<file path="config.mk">
export PLATFORM = sky130hd
export DESIGN_NAME = hazard_controller
export DESIGN_NICKNAME = d
export VERILOG_FILES = /design/src/rtl/hazard_controller.sv
export SDC_FILE = /design/constraint.sdc
export NUM_CORES = 1
export LEC_CHECK = 0
export ABC_CLOCK_PERIOD_IN_PS = 5200
export BUFFER_PORTS_ARGS = -buffer_cell sky130_fd_sc_hd__buf_4
export CORE_MARGIN = 2
export CORE_UTILIZATION = 54
export CTS_CLUSTER_DIAMETER = 150
export DETAILED_ROUTE_END_ITERATION = 8
export PLACE_DENSITY = 0.87
export RECOVER_POWER = 100
export SYNTH_ARGS = -nofsm -noshare
export SYNTH_HDL_FRONTEND = slang
export SYNTH_SLANG_ARGS = --single-unit
export TNS_END_PERCENT = 10
</file>
<file path="constraint.sdc">
create_clock -name clk -period 5.2 [get_ports clk]
set_clock_uncertainty 0.15 [all_clocks]
set_input_delay 0.78 -clock clk [delete_from_list [all_inputs] [get_ports clk]]
set_output_delay 0.78 -clock clk [all_outputs]
set_load 0.01 [all_outputs]
</file>
<file path="src/rtl/hazard_controller.sv">
// Load-use hazard and control-flow hazard controller for a 5-stage pipeline.
// Stalls for LOAD_STALLS cycles per load-use hazard; taken branches flush IF/ID.
module hazard_controller #(
  parameter int ADDR_BITS   = 5,
  parameter int LOAD_STALLS = 1,
  parameter int CNT_WIDTH   = 16
) (
  input  logic                 clk,
  input  logic                 reset,
  input  logic                 ex_mem_to_reg,
  input  logic [ADDR_BITS-1:0] ex_rt,
  input  logic [ADDR_BITS-1:0] id_rs,
  input  logic [ADDR_BITS-1:0] id_rt,
  input  logic                 id_uses_rt,
  input  logic                 branch_taken,
  output logic                 stall_flag,
  output logic                 reset_control_buses,
  output logic                 flush_if_id,
  output logic [CNT_WIDTH-1:0] stall_count,
  output logic                 fsm_state
);

  localparam logic       IDLE       = 1'b0;
  localparam logic       STALL      = 1'b1;
  localparam logic [3:0] STALL_INIT = 4'(LOAD_STALLS - 1);
  localparam logic [CNT_WIDTH-1:0] CNT_MAX = {CNT_WIDTH{1'b1}};

  logic       state, next_state;
  logic [3:0] remain, next_remain;
  logic       hazard;

  // Register 0 is hardwired to zero, so a load targeting it never creates a dependency.
  assign hazard = ex_mem_to_reg && (ex_rt != '0) &&
                  ((ex_rt == id_rs) || (id_uses_rt && (ex_rt == id_rt)));

  assign fsm_state = state;

  always_comb begin
    stall_flag          = 1'b0;
    reset_control_buses = 1'b0;
    flush_if_id         = 1'b0;
    next_state          = state;
    next_remain         = remain;
    if (reset) begin
      next_state  = IDLE;
      next_remain = 4'd0;
    end else if (branch_taken) begin
      // A resolved branch outranks any stall: the stalled instruction is on the wrong path.
      flush_if_id         = 1'b1;
      reset_control_buses = 1'b1;
      next_state          = IDLE;
      next_remain         = 4'd0;
    end else begin
      case (state)
        IDLE: begin
          if (hazard) begin
            stall_flag          = 1'b1;
            reset_control_buses = 1'b1;
            if (LOAD_STALLS > 1) begin
              next_state  = STALL;
              next_remain = STALL_INIT;
            end
          end
        end
        STALL: begin
          stall_flag          = 1'b1;
          reset_control_buses = 1'b1;
          if (remain <= 4'd1) begin
            next_state  = IDLE;
            next_remain = 4'd0;
          end else begin
            next_remain = remain - 4'd1;
          end
        end
        default: begin
          next_state  = IDLE;
          next_remain = 4'd0;
        end
      endcase
    end
  end

  always_ff @(posedge clk) begin
    if (reset) begin
      state       <= IDLE;
      remain      <= 4'd0;
      stall_count <= '0;
    end else begin
      state  <= next_state;
      remain <= next_remain;
      if (stall_flag && (stall_count != CNT_MAX))
        stall_count <= stall_count + 1'b1;
    end
  end

endmodule
</file>
**Word-level counts from Yosys, hierarchy flattened**

Index checks and enable logic that the tools add are counted.

- Bits in registers: 21
- Bits of input ports: 20
- Output and inout bits: 20
- Word-level logic and storage cells: 28

- Add/sub/neg operators: 2
- Magnitude comparators: 1
- Equal/unequal tests: 3
- Muxes and demuxes: 10
- Bitwise operators: 1
- Reductions and logical operators: 8

Operators with widths:

| kind | number |
|---|---|
| 16-bit by 1-bit adder with 16-bit output (second input constant) | 1 |
| 16-bit inequality test (second input constant) | 1 |
| 5-bit equality test | 2 |
| 1-bit two-way mux | 8 |
| 5-bit nonzero test | 1 |
| 4-bit by 1-bit less-or-equal comparator with 1-bit output (second input constant) | 1 |
| 1-bit logical AND | 4 |
| 4-bit two-way mux | 1 |
| 4-bit by 1-bit subtractor with 4-bit output (second input constant) | 1 |
| 3-bit OR reduction | 1 |
| 1-bit case mux with 2 select lines | 1 |
| 2-bit OR reduction | 1 |
| 1-bit logical OR | 1 |
| 1-bit inverter | 1 |

**Logic depth before layout (Yosys ltp)**

- Depth after elaboration: 9
- Mapped depth: 8
- Gate-level depth less buffers: 7

**Worst setup path before layout**

No wires, ideal clock.

- Kind: input -> output
- Start point: input ex_rt[4]
- End point: output stall_flag
- Data arrival time: 2,020 ps
- Required time: 4,270 ps
- Path slack: 2,250 ps
- Stages: 7
- Path buffers: 2
- Cells stage by stage: xor2_1 > nor4_2 > a32oi_1 > o21ba_4 > buf_6 > buf_6 > nor2_1

- Cells in the longest elaborated chain, start to end: 8
- Elaborated cells on any way between the ends: 11
- Classes of those cells: eq/ne (2); mux (4); reduce/logical (5)

Ends and longest elaborated chain:

| element | RTL line | text |
|---|---|---|
| start: declaration | 11 | `input logic [ADDR_BITS-1:0] ex_rt,` |
| 5-bit equality test | 34 | `((ex_rt == id_rs) \|\| (id_uses_rt && (ex_rt == id_rt)));` |
| 1-bit logical AND | 34 |  |
| 1-bit logical OR | 34 |  |
| 1-bit logical AND (*) | 33 | `assign hazard = ex_mem_to_reg && (ex_rt != '0) &&` |
| 1-bit two-way mux (*) | 56 | `if (hazard) begin` |
| 1-bit case mux with 2 select lines (*) | 54 | `case (state)` |
| 1-bit two-way mux (*) | 47 | `end else if (branch_taken) begin` |
| 1-bit two-way mux (*) | 44 | `if (reset) begin` |
| end: declaration | 16 | `output logic stall_flag,` |

Mark *: on every way between the ends. The rest lies on a longest branch, timed or not.

**Worst setup path in the final report**

- Start point: input ex_rt[1]
- End point: output stall_flag

Same word-level chain as after synthesis.

==> run summary <==
The most frequent standard cell in the layout excluding fill and tap cells was sky130_fd_sc_hd__clkbuf_1. Setup repair after global routing left no endpoint under its margin. Cells with a size suffix above 1 make up 14.0% of the layout. The run finished, with violations left.

The floorplan step defined a core boundary enclosing 2250 µm². The synthesized design contains 0 enable-type register cells. The worst setup path is launched from a primary input. In this run the tightest slew margin relative to its limit is -21.4%. The final critical path takes up 69.2% of the cycle. Final non-filler cell total: 221. The number of levels the H-tree was split into is 1, and the highest ir drop seen on vdd is 0.126 mV. The standby leakage power was 0.000535 µW; the source-to-sink clock delay at the later pin of the worst-skew pair was 0.31 ns.

Gates resized during post-CTS repair numbered 0. TritonCTS built the clock tree. Across every metal layer, demand over resource in global routing totals 23.9%. For the worst setup path, the data required time is 4.27 ns. For this run, the register share of the synthesized area comes to 31.9%. The number of CTS-inserted buffers came out at 3. Including well taps, the total number of placed cells is 217. Wires add up to 3.03 mm.

The height of the chip is 53.4 µm. Clock-pin slew was measured on the worst setup and hold paths at 0.11 ns. The max-slew violation count was 19; the first-iteration detailed-routing DRC count was 42. Once layout is done, the placed cells without fillers occupy 1530 µm². After synthesis the cells add up to 1320 µm². Horizontal die dimension: 53.4 µm. Once the floorplan was initialized, standard cells occupied 58.5% of the core.

The final routed DRC violation total is 0. In the layout the commonest cells are sky130_fd_sc_hd__clkbuf_1 (22), sky130_fd_sc_hd__dfxtp_1 (21), sky130_fd_sc_hd__nor2_1 (19). The tools report the count of inserted antenna diode cells as 0.

The total iterations of the first detailed-routing run came out at 4. When the netlist entered floorplanning its net count stood at 180. Buffers inserted to repair hold after CTS numbered 0.

Of all cell types, the one taking the most synthesized area is sky130_fd_sc_hd__dfxtp_1. After detailed routing, the wire length on met1 is 1.37 mm. The number of antenna violations at the first check in global routing was 0; the number of cells produced by synthesis was 157. The path category of the worst min-delay check was register to register.

The die covers 2850 µm². After floorplanning, the core was divided into 17 placement rows. The max-capacitance violation count was 1; the number of synthesized register bits was 21. At the pin with the least slew margin, the transition time is 1.81 ns.

Relative to the synthesized area, the layout overhead comes to 15.8%. The count of port buffers added during placement came out at 39. Total power divided by cell area: 179 nW/µm². The share of Yosys cell area claimed by the top area cell type came out at 31.9%.

Wire segments on met3 add up to 254 µm in the final route. The worst setup path is captured at a primary output. The root buffer cell was sky130_fd_sc_hd__clkbuf_4.

In the final timing run, aggregate negative setup slack is 0 ns. At the end of the flow, the number of nets in the layout was 217. For the data arrival time of the worst path, the log shows 2.67 ns.

By area the synthesized netlist is led by sky130_fd_sc_hd__dfxtp_1 (32%), sky130_fd_sc_hd__xor2_1 (6.0%), sky130_fd_sc_hd__nor2_1 (5.4%), sky130_fd_sc_hd__or4_1 (4.6%), sky130_fd_sc_hd__a21oi_1 (3.4%). The post-detailed-route via-to-cell ratio is 5.95, and the pin count of the biggest net entering global routing is 25. The count of unique library cells instantiated by Yosys is 43, and the warning count from the yosys run is 0.

The mean cell area of the mapped netlist was 8.40 µm²; the maximum fanout along the worst path was 24. In this run the cell area measured after placement is 1600 µm². The final reports fail on capacitance limit, slew limit.

The final route contains 1315 vias. For the number of global-route vias before repair, the log shows 1196. The top metal layer carrying routed signals was met4.

The leftover overflow at the end of global routing is 0, and the half-perimeter wire length after placement is 2.26 mm. The number of top-level design ports came out at 40. Routability-driven placement finished with a final weighted congestion of 0.759. Hold is met by 0.376 ns. The tree built by TritonCTS fans out to 21 sinks. The setup violation total in the final timing report is 0.

The routed length per placed instance was 13.7 µm; the fmax was 0.278 GHz. The first global-routing pass estimated 5.02 mm of wire. Summed over all nets, wire length on met2 after detailed routing comes to 1.37 mm. The run gives 67.8% as the end-of-flow core utilization. Buffers added to address setup during post-CTS repair amount to 0. The count of nets left with antenna violations once routing finished came out at 0. For this run, the leading register cell type out of synthesis is sky130_fd_sc_hd__dfxtp_1. The worst setup path is of the primary input to primary output kind.

The tools report the final count of hold timing violations as 0. The share of flip-flops with an asynchronous set or reset after synthesis works out to 0%. The clock passes through at most 2 buffers. The clock period minus worst slack is 3.60 ns.
[critical path: stages]
cell	delay [ns]
sky130_fd_sc_hd__buf_4	0.12
sky130_fd_sc_hd__or4_1	0.50
sky130_fd_sc_hd__o21ai_0	0.28
sky130_fd_sc_hd__o21ba_1	0.67
sky130_fd_sc_hd__nor2_1	0.12
sky130_fd_sc_hd__buf_4	0.18
[metrics by stage]
step / worst slack (ns) / power, µW
6_report: 1.60 / 273
5_1_grt: 1.44 / 286
4_1_cts: 2.01 / 278
3_5_place_dp: 2.02 / 200
3_3_place_gp: 2.03 / 198
2_1_floorplan: 2.25 / 182
[cells by family (layout without fill, tap and decap cells)]
group	count (synthesis)	in the layout	share of synthesized area, %
flops	21	21	31.9
buf+inv	12	48	4.65
fa+ha+maj	3	3	2.85
simple gates	72	72	30.5
mux	5	5	4.27
compound gates	34	34	19.2
xor+xnor	10	10	6.64
[sequential cells by signal, indices dropped and copies added, names as in the netlist]
signal       flops
stall_count     16
remain           4
fsm_state        1
[final timing paths]
kind | start | endpoint | slack, ns | depth (start not counted)
max reg2reg | stall_count[0] | stall_count[14] | 1.98 | 6
min | remain[2] | remain[2] | 0.38 | 2
min reg2reg | remain[2] | remain[2] | 0.38 | 2
max | ex_rt[1] | stall_flag | 1.60 | 6
[area by class of cell]
class,count,area [µm²]
multi-input cells,124,813
fillers,209,727
clock buffers,4,26.3
flip-flops and latches,21,420
well taps,28,35.0
repair buffers,39,214
inverters,5,18.8
[report_power, final]
group | internal [µW] | leakage, µW | switching (µW)
clock | 30.0 | 0.0000150 | 49.9
combinational | 14.6 | 0.000351 | 17.4
sequential | 161 | 0.000169 | 0.0738
total | 205 | 0.000535 | 67.4
[cell usage after synthesis, types with 4 or more instances]
cell and count:
sky130_fd_sc_hd__a21oi_1 9, sky130_fd_sc_hd__and3_1 4, sky130_fd_sc_hd__clkbuf_1 4, sky130_fd_sc_hd__dfxtp_1 21, sky130_fd_sc_hd__inv_1 5, sky130_fd_sc_hd__nand2_1 9, sky130_fd_sc_hd__nand3_1 7, sky130_fd_sc_hd__nand4_1 4
sky130_fd_sc_hd__nor2_1 19, sky130_fd_sc_hd__nor2b_1 5, sky130_fd_sc_hd__o31ai_1 6, sky130_fd_sc_hd__or4_1 8, sky130_fd_sc_hd__xor2_1 9
[layer usage]
layer / vias up / track usage [%]
li1: 662 / -
met2: 53 / 38.1
met3: 5 / 4.80
met1: 595 / 31.8
met5: - / 0
met4: 0 / 8.55
Power figures use the tool's default switching activity.
